`config.mk`:
```
export PLATFORM = sky130hd
export DESIGN_NAME = cc_mem_rd_arbiter
export DESIGN_NICKNAME = d
export VERILOG_FILES = /design/src/rtl/cc_arb_pkg.sv /design/src/rtl/cc_rr_arb2.sv /design/src/rtl/cc_mem_rd_arbiter.sv
export SDC_FILE = /design/constraint.sdc
export NUM_CORES = 1
export LEC_CHECK = 0
export CORE_AREA = 2 2 141 143
export CTS_CLUSTER_DIAMETER = 30
export DETAILED_ROUTE_END_ITERATION = 10
export DIE_AREA = 0 0 143 145
export GPL_ROUTABILITY_DRIVEN = 1
export GPL_TIMING_DRIVEN = 0
export PLACE_DENSITY = 0.53
export SYNTH_ARGS = -nofsm -noshare
export SYNTH_HDL_FRONTEND = slang
export SYNTH_SLANG_ARGS = --single-unit
```
`constraint.sdc`:
```
create_clock -name clk -period 1.4 [get_ports clk]
set_clock_uncertainty 0.05 [all_clocks]
set_input_delay 0.35 -clock clk [delete_from_list [all_inputs] [get_ports clk]]
set_output_delay 0.35 -clock clk [all_outputs]
set_load 0.005 [all_outputs]
```
`src/rtl/cc_arb_pkg.sv`:
```
// Shared types and default constants for the cache-controller memory read arbiter.
package cc_arb_pkg;

  localparam int CC_ID_W      = 4;
  localparam int CC_ADDR_W    = 32;
  localparam int CC_DATA_W    = 64;
  localparam int CC_TIMEOUT   = 1024;

  typedef enum logic [1:0] {
    S_IDLE = 2'd0,
    S_AR   = 2'd1,
    S_R    = 2'd2
  } state_t;

  // AR payload is carried at the package widths; the top casts to its parameters.
  typedef struct packed {
    logic [CC_ID_W-1:0]   id;
    logic [CC_ADDR_W-1:0] addr;
    logic [3:0]           len;
    logic [2:0]           size;
    logic [1:0]           burst;
  } ar_pld_t;

endpackage

```
`src/rtl/cc_rr_arb2.sv`:
```
// Two-way round-robin grant, purely combinational: zero latency.
// No backpressure of its own; a request simply stays pending until granted.
module cc_rr_arb2
  import cc_arb_pkg::*;
(
  input  logic [1:0] req,
  input  logic       last_grant,
  output logic [1:0] gnt,
  output logic       gnt_idx
);

  always_comb begin
    gnt_idx = 1'b0;
    gnt     = 2'b00;
    if (req == 2'b11) begin
      gnt_idx = ~last_grant;
    end else begin
      gnt_idx = req[1];
    end
    if (req != 2'b00) begin
      gnt[gnt_idx] = 1'b1;
    end
  end

endmodule

```
`src/rtl/cc_mem_rd_arbiter.sv`:
```
// Shares one AXI read port between two masters, round-robin, one burst outstanding; watchdog via CC_ARB_TIMEOUT_EN.
// AR registered (1 cycle requester->memory); R is a zero-latency pass-through, 1-cycle bubble between bursts.
// Requester arready only in IDLE; mem_rready follows the granted requester's rready, stray R beats are refused.
module cc_mem_rd_arbiter
  import cc_arb_pkg::*;
#(
  parameter int ID_WIDTH       = CC_ID_W,
  parameter int ADDR_WIDTH     = CC_ADDR_W,
  parameter int DATA_WIDTH     = CC_DATA_W,
  parameter int TIMEOUT_CYCLES = CC_TIMEOUT
) (
  input  logic                  clk,
  input  logic                  rst,

  input  logic [ID_WIDTH-1:0]   s0_arid_i,
  input  logic [ADDR_WIDTH-1:0] s0_araddr_i,
  input  logic [3:0]            s0_arlen_i,
  input  logic [2:0]            s0_arsize_i,
  input  logic [1:0]            s0_arburst_i,
  input  logic                  s0_arvalid_i,
  output logic                  s0_arready_o,
  output logic [ID_WIDTH-1:0]   s0_rid_o,
  output logic [DATA_WIDTH-1:0] s0_rdata_o,
  output logic [1:0]            s0_rresp_o,
  output logic                  s0_rlast_o,
  output logic                  s0_rvalid_o,
  input  logic                  s0_rready_i,

  input  logic [ID_WIDTH-1:0]   s1_arid_i,
  input  logic [ADDR_WIDTH-1:0] s1_araddr_i,
  input  logic [3:0]            s1_arlen_i,
  input  logic [2:0]            s1_arsize_i,
  input  logic [1:0]            s1_arburst_i,
  input  logic                  s1_arvalid_i,
  output logic                  s1_arready_o,
  output logic [ID_WIDTH-1:0]   s1_rid_o,
  output logic [DATA_WIDTH-1:0] s1_rdata_o,
  output logic [1:0]            s1_rresp_o,
  output logic                  s1_rlast_o,
  output logic                  s1_rvalid_o,
  input  logic                  s1_rready_i,

  output logic [ID_WIDTH-1:0]   mem_arid_o,
  output logic [ADDR_WIDTH-1:0] mem_araddr_o,
  output logic [3:0]            mem_arlen_o,
  output logic [2:0]            mem_arsize_o,
  output logic [1:0]            mem_arburst_o,
  output logic                  mem_arvalid_o,
  input  logic                  mem_arready_i,

  input  logic [ID_WIDTH-1:0]   mem_rid_i,
  input  logic [DATA_WIDTH-1:0] mem_rdata_i,
  input  logic [1:0]            mem_rresp_i,
  input  logic                  mem_rlast_i,
  input  logic                  mem_rvalid_i,
  output logic                  mem_rready_o,

  output logic                  grant_o,
  output logic                  busy_o,
  output logic                  err_timeout_o
);

  state_t  state_q;
  logic    last_grant_q;
  logic    grant_q;
  ar_pld_t ar_q;
  ar_pld_t ar_win;

  logic [1:0] req;
  logic [1:0] gnt;
  logic       gnt_idx;
  logic       ar_hs;
  logic       r_beat_hs;
  logic       r_last_hs;

  assign req = {s1_arvalid_i, s0_arvalid_i};

  cc_rr_arb2 u_rr (
    .req        (req),
    .last_grant (last_grant_q),
    .gnt        (gnt),
    .gnt_idx    (gnt_idx)
  );

  assign s0_arready_o = (state_q == S_IDLE) & gnt[0];
  assign s1_arready_o = (state_q == S_IDLE) & gnt[1];
  assign ar_hs        = (state_q == S_IDLE) & (req != 2'b00);

  always_comb begin
    ar_win = '0;
    if (gnt_idx) begin
      ar_win.id    = CC_ID_W'(s1_arid_i);
      ar_win.addr  = CC_ADDR_W'(s1_araddr_i);
      ar_win.len   = s1_arlen_i;
      ar_win.size  = s1_arsize_i;
      ar_win.burst = s1_arburst_i;
    end else begin
      ar_win.id    = CC_ID_W'(s0_arid_i);
      ar_win.addr  = CC_ADDR_W'(s0_araddr_i);
      ar_win.len   = s0_arlen_i;
      ar_win.size  = s0_arsize_i;
      ar_win.burst = s0_arburst_i;
    end
  end

  assign mem_arid_o    = ID_WIDTH'(ar_q.id);
  assign mem_araddr_o  = ADDR_WIDTH'(ar_q.addr);
  assign mem_arlen_o   = ar_q.len;
  assign mem_arsize_o  = ar_q.size;
  assign mem_arburst_o = ar_q.burst;
  assign mem_arvalid_o = (state_q == S_AR);

  // R payload fans out to both requesters; only rvalid qualifies who owns it.
  assign mem_rready_o = (state_q == S_R) & (grant_q ? s1_rready_i : s0_rready_i);
  assign s0_rvalid_o  = (state_q == S_R) & ~grant_q & mem_rvalid_i;
  assign s1_rvalid_o  = (state_q == S_R) &  grant_q & mem_rvalid_i;
  assign s0_rid_o     = mem_rid_i;
  assign s1_rid_o     = mem_rid_i;
  assign s0_rdata_o   = mem_rdata_i;
  assign s1_rdata_o   = mem_rdata_i;
  assign s0_rresp_o   = mem_rresp_i;
  assign s1_rresp_o   = mem_rresp_i;
  assign s0_rlast_o   = mem_rlast_i;
  assign s1_rlast_o   = mem_rlast_i;

  assign r_beat_hs = mem_rvalid_i & mem_rready_o;
  assign r_last_hs = r_beat_hs & mem_rlast_i;

  assign grant_o = grant_q;
  assign busy_o  = (state_q != S_IDLE);

  always_ff @(posedge clk) begin
    if (rst) begin
      state_q      <= S_IDLE;
      last_grant_q <= 1'b1;
      grant_q      <= 1'b0;
      ar_q         <= '0;
    end else begin
      case (state_q)
        S_IDLE: begin
          if (ar_hs) begin
            ar_q    <= ar_win;
            grant_q <= gnt_idx;
            state_q <= S_AR;
          end
        end
        S_AR: begin
          if (mem_arready_i) begin
            state_q <= S_R;
          end
        end
        S_R: begin
          if (r_last_hs) begin
            last_grant_q <= grant_q;
            state_q      <= S_IDLE;
          end
        end
        default: state_q <= S_IDLE;
      endcase
    end
  end

`ifdef CC_ARB_TIMEOUT_EN
  localparam int CNT_W = $clog2(TIMEOUT_CYCLES + 1);

  logic [CNT_W-1:0] wd_cnt_q;
  logic             err_q;

  // Counter saturates at the limit; the error flag only clears on reset.
  always_ff @(posedge clk) begin
    if (rst) begin
      wd_cnt_q <= '0;
      err_q    <= 1'b0;
    end else if ((state_q == S_AR) && mem_arready_i) begin
      wd_cnt_q <= '0;
    end else if (state_q == S_R) begin
      if (r_beat_hs) begin
        wd_cnt_q <= '0;
      end else if (wd_cnt_q != CNT_W'(TIMEOUT_CYCLES)) begin
        wd_cnt_q <= wd_cnt_q + CNT_W'(1);
        if ((wd_cnt_q + CNT_W'(1)) == CNT_W'(TIMEOUT_CYCLES)) begin
          err_q <= 1'b1;
        end
      end
    end
  end

  assign err_timeout_o = err_q;
`else
  assign err_timeout_o = 1'b0;
`endif

endmodule

```
* Word-level counts from Yosys, hierarchy flattened *
Index checks and enable logic that the tools add are counted.

word-level totals
  logic and storage cells = 45
  register bits = 49
  input bits = 169
  output and inout bits = 196

operators by class
  equality and inequality tests = 6
  bitwise operators = 12
  multiplexer cells = 10
  order comparisons = 2
  reductions and logical operators = 7

operators by type and width
  operator            count
  $mux 45             1
  $and 1x1->1         10
  $mux 2              4
  $pmux 2 s3          1
  $eq 2x2->1 const B  2
  $ne 2x2->1 const B  2
  $reduce_and 2->1    2
  $reduce_bool 2->1   2
  $mux 1              3
  $reduce_and 3->1    1
  $eq 2x1->1 const B  1
  $logic_not 2->1     1
  $lt 1x2->1 const B  1
  $ne 2x1->1 const B  1
  $not 1->1           2
  $demux 1 s1         1
  $ge 1x1->1 const B  1
  $logic_and 1x1->1   1

* Logic depth before layout (Yosys ltp) *
  depth after elaboration = 8
  mapped depth = 5
  gate-level depth less buffers = 4

* Modules after synthesis *
A second synthesis with hierarchy kept.

unflattened totals
  cell total of the unflattened synthesis = 386
  area, all modules = 3,603.5 µm²

modules (own cells, without submodules)
  module             times used  area each (µm²)  seq. area each (µm²)  cells an instance
  cc_mem_rd_arbiter  1           3,577.2          980.9                 382
  cc_rr_arb2         1           26.3             0.0                   4

* Worst setup path after synthesis *
OpenSTA, ideal clock, no wires.

  kind = register to output
  start = reg state_q[1]
  end = out s0_arready_o
  data arrival time = 1.046 ns
  setup slack = -0.046 ns
  cell stages (with the launch flop) = 6
  data required time = 1.000 ns
  path buffers = 2
  path through = dfxtp_1 nor2_1 buf_4 buf_2 nand2_1 nor2_1

on the way
  word-level cells in the longest chain between the ends = 2

ends and longest elaborated chain
  item                      RTL line                  source
  start: declaration        cc_mem_rd_arbiter.sv:63   state_t state_q;
  start signal: assignment  cc_mem_rd_arbiter.sv:134  state_q <= S_IDLE;
  start signal: assignment  cc_mem_rd_arbiter.sv:144  state_q <= S_AR;
  start signal: assignment  cc_mem_rd_arbiter.sv:149  state_q <= S_R;
  $logic_not 2->1           cc_mem_rd_arbiter.sv:85   assign s0_arready_o = (state_q == S_IDLE) & gnt[0];
  $and 1x1->1               cc_mem_rd_arbiter.sv:85
  end: declaration          cc_mem_rd_arbiter.sv:21   output logic s0_arready_o,

No other way between the ends.

* Final worst setup path *
  start = in s1_arvalid_i
  end = out s0_arready_o

on the way
  word-level cells in the longest chain between the ends = 8
  elaborated cells on any way between the ends = 10
  those cells by class = 2 x order compare; 1 x eq/ne; 4 x mux; 1 x bitwise; 2 x reduce/logical

ends and longest elaborated chain
  item                                                            RTL line                 source
  start: declaration                                              cc_mem_rd_arbiter.sv:34  input logic s1_arvalid_i,
  $eq 2x2->1                                                      cc_rr_arb2.sv:15         if (req == 2'b11) begin
  $mux 1                                                          cc_rr_arb2.sv:15
  $lt 1x2->1 (not written as such) or $ge 1x1->1 (tied branches)  cc_rr_arb2.sv:21         gnt[gnt_idx] = 1'b1;
  $logic_and 1x1->1 (not written as such)                         cc_rr_arb2.sv:21
  $mux 1 (not written as such)                                    cc_rr_arb2.sv:21
  $demux 1 s1                                                     -
  $mux 2 *                                                        cc_rr_arb2.sv:20         if (req != 2'b00) begin
  $and 1x1->1 *                                                   cc_mem_rd_arbiter.sv:85

Mark *: on every way between the ends. The rest lies on a longest branch, timed or not.

==> flow_summary.ini <==
[synth]
syn_inst = 408
synth_area_leaders = buf_4, dfxtp_1, mux2i_1
ys_async_sr_fraction = 0
ys_ff_latch = 49
synth_top_area_cell = buf_4
synthFlopType = dfxtp_1
synth_area_per_cell_sq_um = 8.44
synth.yosys.warnings = 0
synthTopCellsByCount = buf_4, dfxtp_1, a21oi_1
syn_nets = 577
yosys.cell_count.top_type = buf_4
ys_types = 26
synth_edf_count = 0
syn_area_sq_mm = 0.00344
ys_seq_area_frac = 0.285
synth_top_area_frac = 0.318

[sta]
finalSetupViolCount = 13
slew_headroom = 0.472
drv_slew = 0
min_period_ns = 1.66
timing.hold.ws_ns = 0.441
worst_slack_ns = -0.262
tightest_slew_ns = 0.792
post-route-period-util = 1.19
max_freq_mhz = 602
finalHoldViolCount = 0
tns_ns = -1.57
rsz0062_at_grt = yes

[placement]
place_ws_ns = -1.26
place_area_sq_mm = 0.00670
placed_cells = 965
numPortBuffers = 292
gp_congestion = 0.696
place_hpwl_mm = 11.9

[final_layout]
final_area_sq_mm = 0.00736
final_util = 0.383
antenna_cells = 0
area_growth_pct = 114
num-nets-final = 899
fin_cells = 996
drive_above_1_share = 0.345

[run]
maxCapViolCount = 0

[grt]
antenna_found_initial = 0
grt_first_pass_wirelength_mm = 22.3
grt_start_max_net_pins = 17
overflow = 0
grt_util_all_layers = 0.140
grt_pass1_vias = 4027

[clock_tree]
ctsHoldBuffers = 0
cts.clk_slew.worst_paths_ns = 0.07
clock_sinks = 49
root_buffer = clkbuf_16
h-tree-depth = 2
cts_tree = yes
clock_path_buffers = 2
clock_latency_ns = 0.30
cts_buffers = 5

[power_and_ir_drop]
p_comb_frac = 0.433
p_sw_mw = 1.52
power.leakage_nw = 3.13
power_mw = 5.23
power_density_mw_per_mm2 = 711
peakVddDrop_uv = 543
p_int_mw = 3.71
power_frac_clock = 0.256
seq_power_share = 0.311
swShare = 0.290

[routing]
vias = 3943
postRouteAntennaNets = 0
drc = 0
vias_per_cell = 3.96
drt_wl_total_mm = 15.2
drt_first_pass_iters = 4
drt_iter0_markers = 83
wl_per_cell_microns = 15.3

[floorplan]
dieArea_sq_mm = 0.0207
initial_core_util = 0.179
io_pins = 365
core_area_sq_mm = 0.0192
floorplan.rows = 51
die_x_microns = 143
dieHeight_microns = 145

[setup_path]
end_kind = output pin
r2r_start = last_grant_q
cp_max_fo = 10
worst-setup-path-type = in -> out
cp.required_ns = 1.00
crit_arrival_ns = 1.26
crit_path_start_kind = input pin
critPathLaunch = s1_arvalid_i

[outcome]
outcome = finished, violations left
violations = negative setup slack

[worst_hold_path]
min_path_type = reg -> reg
holdCritStartpoint = mem_arsize_o[0]
[cell usage in the layout (no fill, tap or decap), types with 2 or more instances in the layout]
cell / n
dlygate4sd2_1: 48
a31oi_1: 19
buf_6: 14
buf_8: 8
o21ai_1: 7
mux2i_1: 14
nor2_4: 2
nor2b_4: 2
clkbuf_16: 6
a211oi_1: 16
clkbuf_1: 6
buf_4: 161
mux2i_4: 6
buf_12: 3
clkdlybuf4s50_1: 232
a211oi_2: 10
nand3_1: 19
dfxtp_1: 41
nor2_1: 4
o21ai_2: 3
nand2b_1: 2
a21oi_1: 29
nand4_1: 19
o21ai_0: 11
mux2i_2: 8
clkbuf_2: 3
dfxtp_2: 4
inv_6: 2
nand2_1: 4
clkbuf_4: 2
dfxtp_4: 4
buf_2: 6
clkdlybuf4s15_1: 3
[area by class of cell]
cell class	count	area, sq um
clock buffer	6	139
fill	2019	11900
timing repair buffer	317	3120
inverter	2	12.5
buffer	172	1350
sequential	49	1000
clock inverter	2	17.5
tap	265	332
multi-input combinational	183	1390
[layer usage]
metal	wire length, microns	GRT usage
met4	147	0.0322
met1	5810	0.156
met3	1410	0.0413
met2	7880	0.259
met5	0	0
[cells by family (layout without fill, tap and decap cells)]
group | Yosys count | count (layout) | share of synthesized area
AO/OA/AOI/OAI | 96 | 96 | 0.180
buffers and inverters | 176 | 499 | 0.361
flip-flops | 49 | 49 | 0.285
multiplexers | 28 | 28 | 0.0814
other | 1 | 1 | 0.00109
AND/OR/NAND/NOR | 58 | 58 | 0.0909
[registers in the layout (all words and copies together), names as in the netlist]
signal and flops:
grant_o 1, last_grant_q 1, mem_araddr_o 32, mem_arburst_o 2, mem_arid_o 4, mem_arlen_o 4
mem_arsize_o 3, state_q 2
[power by group through the flow]
stage	logic, mW	clock network, mW	registers (mW)
after floorplan	0.839	0	1.66
after global placement	2.08	0	1.66
after detailed placement	2.08	0	1.66
after CTS	2.21	1.40	1.63
after global routing	2.44	1.44	1.65
final	2.27	1.34	1.63
[worst paths after layout]
path	slack, ns	cells after the start	end
worst max register to register	-0.08	7	mem_araddr_o[15]
worst min register to register	0.44	2	mem_arsize_o[0]
worst min-delay path	0.44	2	mem_arsize_o[0]
worst max-delay path	-0.26	7	s0_arready_o
[critical path: stages]
cell and delay [ns]:
clkdlybuf4s15_2 0.21, or2_1 0.22, buf_6 0.12, buf_8 0.14, nand2_4 0.07, nor2_2 0.03
buf_2 0.12
[timing repair]
item / CTS / global route
gates resized for setup: 178 / 34
cloned: 1 / 1
pin swaps: 11 / 9
buffers inserted: 19 / 6
setup endpoints to repair: 102 / 53
Note: power is estimated with default switching activity, not from simulation.
